[src/rtl/pc_unit.sv]
// -----------------------------------------------------------------------------
// pc_unit -- program counter / fetch address generator
//
// Purpose:
//   Holds the fetch PC of a simple in-order core. After reset the unit spends
//   BOOT_CYCLES clocks in BOOT (PC parked at RESET_VECTOR, not valid), then
//   RUNs. Each RUN edge it picks the next PC by priority:
//     trap -> redirect -> stall (hold) -> sequential (pc + STEP).
//   A halt request (debug/single-step) parks the unit in HALT with the PC
//   frozen until halt drops.
//
// Parameters:
//   WIDTH        PC/address width in bits (>= 8)
//   RESET_VECTOR first fetch address after boot
//   BOOT_CYCLES  post-reset clocks before fetch starts (1..15)
//   STEP         sequential increment; assumed to be a power of two
//
// Ports:
//   clk             in   clock, all state on the rising edge
//   rst_n           in   asynchronous active-low reset
//   stall           in   hold PC this cycle
//   halt            in   request halt
//   redirect_valid  in   branch/jump taken
//   redirect_target in   branch/jump destination        [WIDTH]
//   trap_valid      in   trap/exception entry
//   trap_vector     in   trap handler address           [WIDTH]
//   pc              out  current fetch address (registered) [WIDTH]
//   pc_plus_step    out  pc + STEP, modulo 2^WIDTH      [WIDTH]
//   pc_valid        out  pc is a valid fetch address this cycle
//   halted          out  unit is in HALT
//   misalign_err    out  one-cycle pulse, rejected misaligned target
//
// Configuration:
//   PC_MISALIGN_CHECK_EN  when defined, trap/redirect targets that are not a
//                         multiple of STEP are rejected (the next lower
//                         priority action is taken) and misalign_err pulses
//                         the cycle after. When undefined, targets are
//                         accepted with their low log2(STEP) bits cleared and
//                         misalign_err is tied low.
// -----------------------------------------------------------------------------
module pc_unit #(
  parameter int unsigned       WIDTH        = 32,
  parameter logic [WIDTH-1:0]  RESET_VECTOR = '0,
  parameter int unsigned       BOOT_CYCLES  = 1,
  parameter int unsigned       STEP         = 4
) (
  input  logic             clk,
  input  logic             rst_n,
  input  logic             stall,
  input  logic             halt,
  input  logic             redirect_valid,
  input  logic [WIDTH-1:0] redirect_target,
  input  logic             trap_valid,
  input  logic [WIDTH-1:0] trap_vector,
  output logic [WIDTH-1:0] pc,
  output logic [WIDTH-1:0] pc_plus_step,
  output logic             pc_valid,
  output logic             halted,
  output logic             misalign_err
);

  localparam logic [WIDTH-1:0] STEP_W     = WIDTH'(STEP);
  // Low address bits that must be zero for an aligned target.
  localparam logic [WIDTH-1:0] ALIGN_MASK = WIDTH'(STEP - 1);
  localparam logic [3:0]       BOOT_LAST  = 4'(BOOT_CYCLES - 1);

  typedef enum logic [1:0] {
    ST_BOOT = 2'd0,
    ST_RUN  = 2'd1,
    ST_HALT = 2'd2
  } state_t;

  state_t           state_reg, state_next;
  logic [3:0]       boot_cnt_reg, boot_cnt_next;
  logic [WIDTH-1:0] pc_reg, pc_next;

  // Target qualification: *_ok means the request is taken this edge,
  // *_bad means it was asserted but rejected for alignment.
  logic             trap_ok, trap_bad;
  logic             redir_ok, redir_bad;
  logic [WIDTH-1:0] trap_tgt, redir_tgt;

`ifdef PC_MISALIGN_CHECK_EN
  logic misalign_reg, misalign_next;

  assign trap_bad  = trap_valid     && ((trap_vector     & ALIGN_MASK) != '0);
  assign redir_bad = redirect_valid && ((redirect_target & ALIGN_MASK) != '0);
  assign trap_ok   = trap_valid     && !trap_bad;
  assign redir_ok  = redirect_valid && !redir_bad;
  assign trap_tgt  = trap_vector;
  assign redir_tgt = redirect_target;
`else
  assign trap_bad  = 1'b0;
  assign redir_bad = 1'b0;
  assign trap_ok   = trap_valid;
  assign redir_ok  = redirect_valid;
  // Misaligned targets are silently rounded down to the instruction grid.
  assign trap_tgt  = trap_vector     & ~ALIGN_MASK;
  assign redir_tgt = redirect_target & ~ALIGN_MASK;
`endif

  // ---------------------------------------------------------------------------
  // State register
  // ---------------------------------------------------------------------------
  always_ff @(posedge clk or negedge rst_n) begin
    if (!rst_n) begin
      state_reg    <= ST_BOOT;
      boot_cnt_reg <= '0;
      pc_reg       <= RESET_VECTOR;
    end else begin
      state_reg    <= state_next;
      boot_cnt_reg <= boot_cnt_next;
      pc_reg       <= pc_next;
    end
  end

`ifdef PC_MISALIGN_CHECK_EN
  always_ff @(posedge clk or negedge rst_n) begin
    if (!rst_n) begin
      misalign_reg <= 1'b0;
    end else begin
      misalign_reg <= misalign_next;
    end
  end
`endif

  // ---------------------------------------------------------------------------
  // Next-state / next-PC logic
  // ---------------------------------------------------------------------------
  always_comb begin
    state_next    = state_reg;
    boot_cnt_next = boot_cnt_reg;
    pc_next       = pc_reg;
`ifdef PC_MISALIGN_CHECK_EN
    misalign_next = 1'b0;
`endif

    case (state_reg)
      ST_BOOT: begin
        // All control inputs are ignored while booting.
        if (boot_cnt_reg == BOOT_LAST) begin
          state_next    = ST_RUN;
          boot_cnt_next = '0;
        end else begin
          boot_cnt_next = boot_cnt_reg + 4'd1;
        end
      end

      ST_RUN: begin
`ifdef PC_MISALIGN_CHECK_EN
        // A rejected redirect only matters if no valid trap pre-empted it.
        misalign_next = trap_bad || (redir_bad && !trap_ok);
`endif
        if (trap_ok) begin
          pc_next = trap_tgt;
        end else if (redir_ok) begin
          pc_next = redir_tgt;
        end else if (halt) begin
          // Halt wins over stall/increment; the PC freezes where it is.
          state_next = ST_HALT;
        end else if (!stall) begin
          pc_next = pc_reg + STEP_W;
        end
        // A taken trap/redirect defers halt by one edge: the new PC is
        // installed first and halt is re-evaluated next cycle.
      end

      ST_HALT: begin
        if (!halt) begin
          state_next = ST_RUN;
        end
      end

      default: begin
        state_next    = ST_BOOT;
        boot_cnt_next = '0;
        pc_next       = RESET_VECTOR;
      end
    endcase
  end

  // ---------------------------------------------------------------------------
  // Outputs
  // ---------------------------------------------------------------------------
  assign pc           = pc_reg;
  assign pc_plus_step = pc_reg + STEP_W;
  assign pc_valid     = (state_reg == ST_RUN);
  assign halted       = (state_reg == ST_HALT);

`ifdef PC_MISALIGN_CHECK_EN
  assign misalign_err = misalign_reg;
`else
  assign misalign_err = 1'b0;
`endif

endmodule

[config.mk]
export PLATFORM = sky130hd
export DESIGN_NAME = pc_unit
export DESIGN_NICKNAME = d
export VERILOG_FILES = /design/src/rtl/pc_unit.sv
export SDC_FILE = /design/constraint.sdc
export NUM_CORES = 1
export LEC_CHECK = 0
export ABC_AREA = 1
export BUFFER_PORTS_ARGS = -buffer_cell sky130_fd_sc_hd__clkbuf_2
export CAP_MARGIN = 20
export CELL_PAD_IN_SITES_DETAIL_PLACEMENT = 1
export CELL_PAD_IN_SITES_GLOBAL_PLACEMENT = 1
export CORE_ASPECT_RATIO = 0.9
export CORE_UTILIZATION = 32
export DETAILED_ROUTE_END_ITERATION = 12
export HOLD_SLACK_MARGIN = 0.08
export PLACE_DENSITY = 0.9
export SLEW_MARGIN = 20
export SYNTH_ARGS = -nofsm -noshare
export SYNTH_HDL_FRONTEND = slang
export SYNTH_SLANG_ARGS = --single-unit
[constraint.sdc]
create_clock -name clk -period 1.85 [get_ports clk]
set_input_delay 0.185 -clock clk [delete_from_list [all_inputs] [get_ports clk]]
set_output_delay 0.185 -clock clk [all_outputs]
set_load 0.05 [all_outputs]
# Word-level counts from Yosys, hierarchy flattened
# Cells that the tools add are included.
totals:
  regBits: 38
  output_inout_bits: 67
  inputBits: 70
  elab_cells: 34
classes:
  muxes: 13
  n_bitwise: 1
  n_addsub: 2
  eq_ne: 9
  n_reduce_logical: 6
ops:
  columns: ["op", "count"]
  rows:
  - ["32-bit two-way mux", 4]
  - ["32-bit case mux with 2 select lines", 1]
  - ["32-bit by 3-bit adder with 32-bit output, second input constant", 1]
  - ["2-bit two-way mux", 5]
  - ["2-bit inequality test, second input constant", 5]
  - ["4-bit inequality test, second input constant", 2]
  - ["4-bit case mux with 2 select lines", 1]
  - ["2-bit case mux with 3 select lines", 1]
  - ["5-bit AND reduction", 1]
  - ["4-bit by 1-bit adder with 4-bit output, second input constant", 1]
  - ["4-bit logical NOT", 1]
  - ["4-bit two-way mux", 1]
  - ["2-bit OR reduction", 2]
  - ["3-bit AND reduction", 1]
  - ["2-bit by 1-bit == test with 1-bit output, second input constant", 1]
  - ["2-bit == test, second input constant", 1]
  - ["2-bit logical NOT", 1]
  - ["1-bit inverter", 1]

# Depth between registers and ports, before layout
depth:
  word_depth: 6
  ltp_mapped: 10
  mapped_depth_nobuf: 10

# Worst setup path after synthesis
# Ideal clock, no wire load.
synth_timing:
  kind: "register to register"
  start: "reg pc_reg[2], in the netlist pc[2]"
  end: "reg pc_reg[8], in the netlist pc[8]"
  path_stages_with_launch: 8
  arrival_time_ns: 2.430
  slack_ns: -0.658
  setup_time_ns: 0.078
  path_buffers: 0
  required_ns: 1.772
  cell_sequence: "dfrtp_1 -> ha_1 -> nand2_1 -> inv_1 -> nand3_2 -> xnor2_1 -> o21ai_0 -> a21oi_1"
synth_via:
  elab_chain_len: 6
synth_rtl:
  columns: ["element", "line_no", "rtl"]
  rows:
  - ["from (decl)", "75", "logic [WIDTH-1:0] pc_reg, pc_next;"]
  - ["from (signal assigned)", "113", "pc_reg <= pc_next;"]
  - ["32-bit by 3-bit adder with 32-bit output", null, null]
  - ["named net pc_plus_step[8]", "56", "output logic [WIDTH-1:0] pc_plus_step,"]
  - ["32-bit two-way mux", "161", "end else if (!stall) begin"]
  - ["32-bit two-way mux", "158", "end else if (halt) begin"]
  - ["32-bit two-way mux", "156", "end else if (redir_ok) begin"]
  - ["32-bit two-way mux", "154", "if (trap_ok) begin"]
  - ["32-bit case mux with 2 select lines", "138", "case (state_reg)"]
# The timed path passes the listed nets, and every way through them passes these cells. The select of a mux whose other input is x is not followed.
# A chain may end at the register's enable or synchronous reset.

# Worst setup path in the final report
layout_timing:
  start: "reg pc_reg[12], in the netlist pc[12]"
  end: "out pc_plus_step[30]"
layout_via:
  elab_chain_len: 1
layout_rtl:
  columns: ["element", "line_no", "rtl"]
  rows:
  - ["32-bit by 3-bit adder with 32-bit output", "186", "assign pc_plus_step = pc_reg + STEP_W;"]
  - ["to (decl)", "56", null]
# No other way between the ends.

==> out/summary.md <==
The run finished, with violations left. The final reports fail on setup timing. During synthesis, Yosys emitted a total of 0 warnings.

The run gives 0.3296 as the initial cell density of the core. In this design, the stage delay of the slowest critical-path cell is 0.43 ns. The later-pin clock latency in the skew report is 0.31 ns. The first detailed-routing pass ran for 4 iterations.

The classification of the worst setup path is reg -> out. Measured in cells, the most critical reg-to-reg path has a length of 12. The share of cells above drive strength 1 was 0.4963.

Routability-driven placement finished with a final weighted congestion of 0.8642. The share of the yosys chip area belonging to registers came out at 0.2830. The sink of the worst hold path was pc[3]. The run gives 0 as the count of maximum capacitance violations.

The async set-reset flop share out of synthesis came out at 1.000. After the flow finishes, the layout carries non-filler instances totaling 805. STA puts the critical path data arrival time at 1.88 ns. The clock sink count came out at 36.

The number of storage elements in the synthesis netlist works out to 36. For the number of nets with antenna violations after routing, the log shows 0. The run gives 137 as the number of top-level pins.

On the critical path the largest part of the delay comes from simple AND/OR/NAND/NOR gates. After detailed routing, the average wire length per cell comes to 19.63 um. Summed over all layers, the routed wires come to 15800 um. The number of hold-slack violations in the final timing report was 0; the final period demand of the worst path was 2.064 ns. The clock slew at the register clock pins of the worst setup and hold paths came out at 0.09 ns. For this run, the top clock speed supported by timing is 484.5 MHz. The tools report the global-route wire length before repair as 21520 um. The biggest area contributor in the post-synthesis netlist is sky130_fd_sc_hd__dfrtp_1. After the last flow step, the layout net total stands at 756. The final number of max-transition violations is 0. The analysis attributes to cell leakage a power of 2.514 nW.

The portion of the clock cycle consumed by the worst path in the final layout came out at 1.116. Synthesis produced 498 cells. Counting both buffers and inverters, the worst setup path holds a total of 2. In the synthesized netlist, the cells that appear most often are 126 x sky130_fd_sc_hd__nand2_1, 101 x sky130_fd_sc_hd__nor2_1, 43 x sky130_fd_sc_hd__inv_1, 40 x sky130_fd_sc_hd__a21oi_1, 36 x sky130_fd_sc_hd__dfrtp_1.

The initialized floorplan defines 34 standard-cell rows. The launch point of the worst reg-to-reg path was pc[27]. Summed over all failing endpoints, the final setup total negative slack is -2.448 ns. Along the worst hold path, the cell count comes to 3. The number of antenna violations at the first check in global routing was 0; the maximum number of pins on one net before global-route repair was 31. Across all layers, the routed design uses 4351 vias. IR analysis of the VDD net gives a maximum drop of 1.695 mV.

For the leftover overflow at the end of global routing, the log shows 0. For the combined area of all synthesized cells, the log shows 3183 um^2. The kind of launch point of the worst setup path is a flop. Setup violations remaining at the end of the flow were counted as 25.

The half-perimeter wire length of the detailed placement result was 9784 um. The total global routing track utilization was 0.2672; the area growth from synthesis to final layout was 62.70%. The most used flip-flop cell after synthesis is sky130_fd_sc_hd__dfrtp_1. TritonCTS built the clock tree. The worst hold path belongs to the class in -> reg. The clock arrives with 0.01044 ns of skew. The tree is rooted in a sky130_fd_sc_hd__clkbuf_8.

Sorting the synthesized cells by area gives the leading types as sky130_fd_sc_hd__dfrtp_1 28%, sky130_fd_sc_hd__nand2_1 15%, sky130_fd_sc_hd__nor2_1 12%. The area share of the leading cell type in the synthesized netlist is 0.2830. Of all nets on the critical path, the largest fanout is 4. The flip-flop count of the largest register after layout is 30, and the number of antenna diodes is 0.

The setup check on the worst reg-to-reg path leaves a slack of 0 ns. For the worst setup path, the data required time is 1.66 ns. Traced cell by cell, the critical path runs through nand2_1, nor2_2, inv_1, nor2_4, nand3_1, nand2_2, clkbuf_8. The multi-input combinational cells in the finished layout cover a total of 2384 um^2. A synthesized cell averages 6.392 um^2.

Setup repair after global routing could not meet its margin everywhere. Yosys mapped a number of flops with a built-in enable equal to 0. Synthesis instantiated 33 different standard cells from the library.

STA classifies the critical path endpoint as a primary output. The floorplan step set the die height to 96.62 um. The startpoint identified for the worst hold timing path is trap_vector[3]. Dividing total power by cell area gives a power density of 2140 nW/um^2. The number of clock buffers inserted by TritonCTS is 5, and the number of instances in the placed design is 752.

In this run the number of H-tree levels came out at 2. The post-route DRC violation count was 0. For this design, the slowest cell found on the critical path is sky130_fd_sc_hd__dfrtp_1. The number of global-route vias before repair is 4421. The count of buffers added on input and output ports is 127. The die covers 10350 um^2. Among all cell types in the netlist, the one instantiated most often is sky130_fd_sc_hd__nand2_1. The count of fill cells added during filler insertion was 1261; the total core area was 9657 um^2.

For the count of routing violations after the opening detailed-route iteration, the log shows 221. From left edge to right edge, the die measures 107.1 um. In this run the critical register-to-register path is captured at pc[29]. The setup slack of the critical path after layout is -0.2141 ns.

The longest clock path from root to sink contains 2 buffers. Timing analysis after detailed placement gives a worst setup slack of -0.03094 ns. The sequential cell area is 922.1 um^2. After detailed routing, the number of vias per cell comes to 5.405.

Across all hold checks on the routed design, the worst slack comes to 0.1353 ns.
==> worst max-delay path by stage <==
stage / start / endpoint / slack (ns) / cells past startpoint
2_1_floorplan: pc[2] / pc[16] / -0.02 / 8
3_3_place_gp: pc[2] / pc_plus_step[28] / 0.09 / 8
3_5_place_dp: state_reg[1] / pc[22] / -0.03 / 9
4_1_cts: pc[3] / pc_plus_step[20] / -0.14 / 9
5_1_grt: pc[13] / pc_plus_step[30] / -0.25 / 7
6_report: pc[12] / pc_plus_step[30] / -0.21 / 7
==> worst reg2reg max path, stage by stage, from the launching register on <==
cell and delay, ns:
sky130_fd_sc_hd__dfrtp_1 0.51, sky130_fd_sc_hd__nand2_1 0.11, sky130_fd_sc_hd__nor2_1 0.17, sky130_fd_sc_hd__nand2_1 0.12, sky130_fd_sc_hd__nor2_2 0.21, sky130_fd_sc_hd__nand2_2 0.08, sky130_fd_sc_hd__nand2_1 0.08, sky130_fd_sc_hd__buf_4 0.11
sky130_fd_sc_hd__buf_4 0.09, sky130_fd_sc_hd__buf_4 0.09, sky130_fd_sc_hd__nand3_2 0.05, sky130_fd_sc_hd__nand2_1 0.08, sky130_fd_sc_hd__a21oi_1 0.06
==> per-stage QoR <==
step / utilization / cell area (um^2) / total power, mW
after CTS: 0.4909 / 4741 / 10.05
after floorplan: - / 3299 / 6.651
after global routing: 0.5363 / 5179 / 11.61
final: 0.5363 / 5179 / 11.08
after global placement: 0.4255 / 4109 / 8.174
after detailed placement: 0.4255 / 4109 / 8.403
==> power breakdown <==
part / total [mW] / internal [mW] / switching, mW / leakage [nW]
registers: 1.77 / 1.21 / 0.561 / 0.426
logic: 8.56 / 2.85 / 5.71 / 2.03
clock network: 0.751 / 0.400 / 0.351 / 0.0541
==> area by class of cell <==
| cell class | instances | share of cell area |
|---|---|---|
| multi-input cells | 397 | 0.4603 |
| repair buffers | 191 | 0.2742 |
| flip-flops and latches | 36 | 0.1781 |
| inverters | 47 | 0.03552 |
| well taps | 126 | 0.03044 |
| clock buffers | 5 | 0.01329 |
| clock inverters | 3 | 0.008215 |
==> routing by layer <==
metal / track usage / up-vias / wire [um]
met5: 0 / - / 0
met4: 0.1001 / 0 / 609
met3: 0.04515 / 50 / 957
met2: 0.4988 / 215 / 8328
met1: 0.2984 / 2143 / 5907
li1: - / 1943 / -
==> cells in the final DEF (no fill, tap or decap), types with 3 or more instances in the layout <==
master / instances
sky130_fd_sc_hd__clkbuf_2: 101
sky130_fd_sc_hd__nor2_1: 87
sky130_fd_sc_hd__nand2_1: 75
sky130_fd_sc_hd__buf_4: 56
sky130_fd_sc_hd__nand2_2: 50
sky130_fd_sc_hd__inv_1: 41
sky130_fd_sc_hd__a21oi_1: 40
sky130_fd_sc_hd__nand3_1: 24
sky130_fd_sc_hd__dfrtp_1: 19
sky130_fd_sc_hd__nor2_4: 17
sky130_fd_sc_hd__buf_8: 17
sky130_fd_sc_hd__dfrtp_2: 17
sky130_fd_sc_hd__nor2_2: 13
sky130_fd_sc_hd__o21ai_0: 12
sky130_fd_sc_hd__a22oi_1: 12
sky130_fd_sc_hd__clkbuf_8: 10
sky130_fd_sc_hd__nand3_2: 9
sky130_fd_sc_hd__nand2_4: 8
sky130_fd_sc_hd__a21oi_2: 8
sky130_fd_sc_hd__o21ai_1: 6
sky130_fd_sc_hd__ha_1: 6
sky130_fd_sc_hd__buf_6: 6
sky130_fd_sc_hd__conb_1: 5
sky130_fd_sc_hd__inv_2: 4
sky130_fd_sc_hd__nand4_1: 4
sky130_fd_sc_hd__xor2_4: 3
sky130_fd_sc_hd__buf_12: 3
==> cell families (layout without fill, tap and decap cells) <==
group	Yosys count	count (layout)	synth area share
and+or+nand+nor	292	292	0.4049
AOI/OAI and AO/OA	85	85	0.1572
buffers and inverters	69	246	0.1030
DFF	36	36	0.2830
adders and majority gates	8	8	0.03145
xor gates and xnor gates	7	7	0.01926
other	1	5	0.001178
==> timing repair <==
item	4_1_cts	5_1_grt
pin swaps	26	28
hold buffers	1	0
cloned	0	0
buffers inserted	19	26
hold endpoints to repair	36	0
endpoints found under the setup margin	42	54
resized for setup	93	95
(Power assumes the default switching activity.)
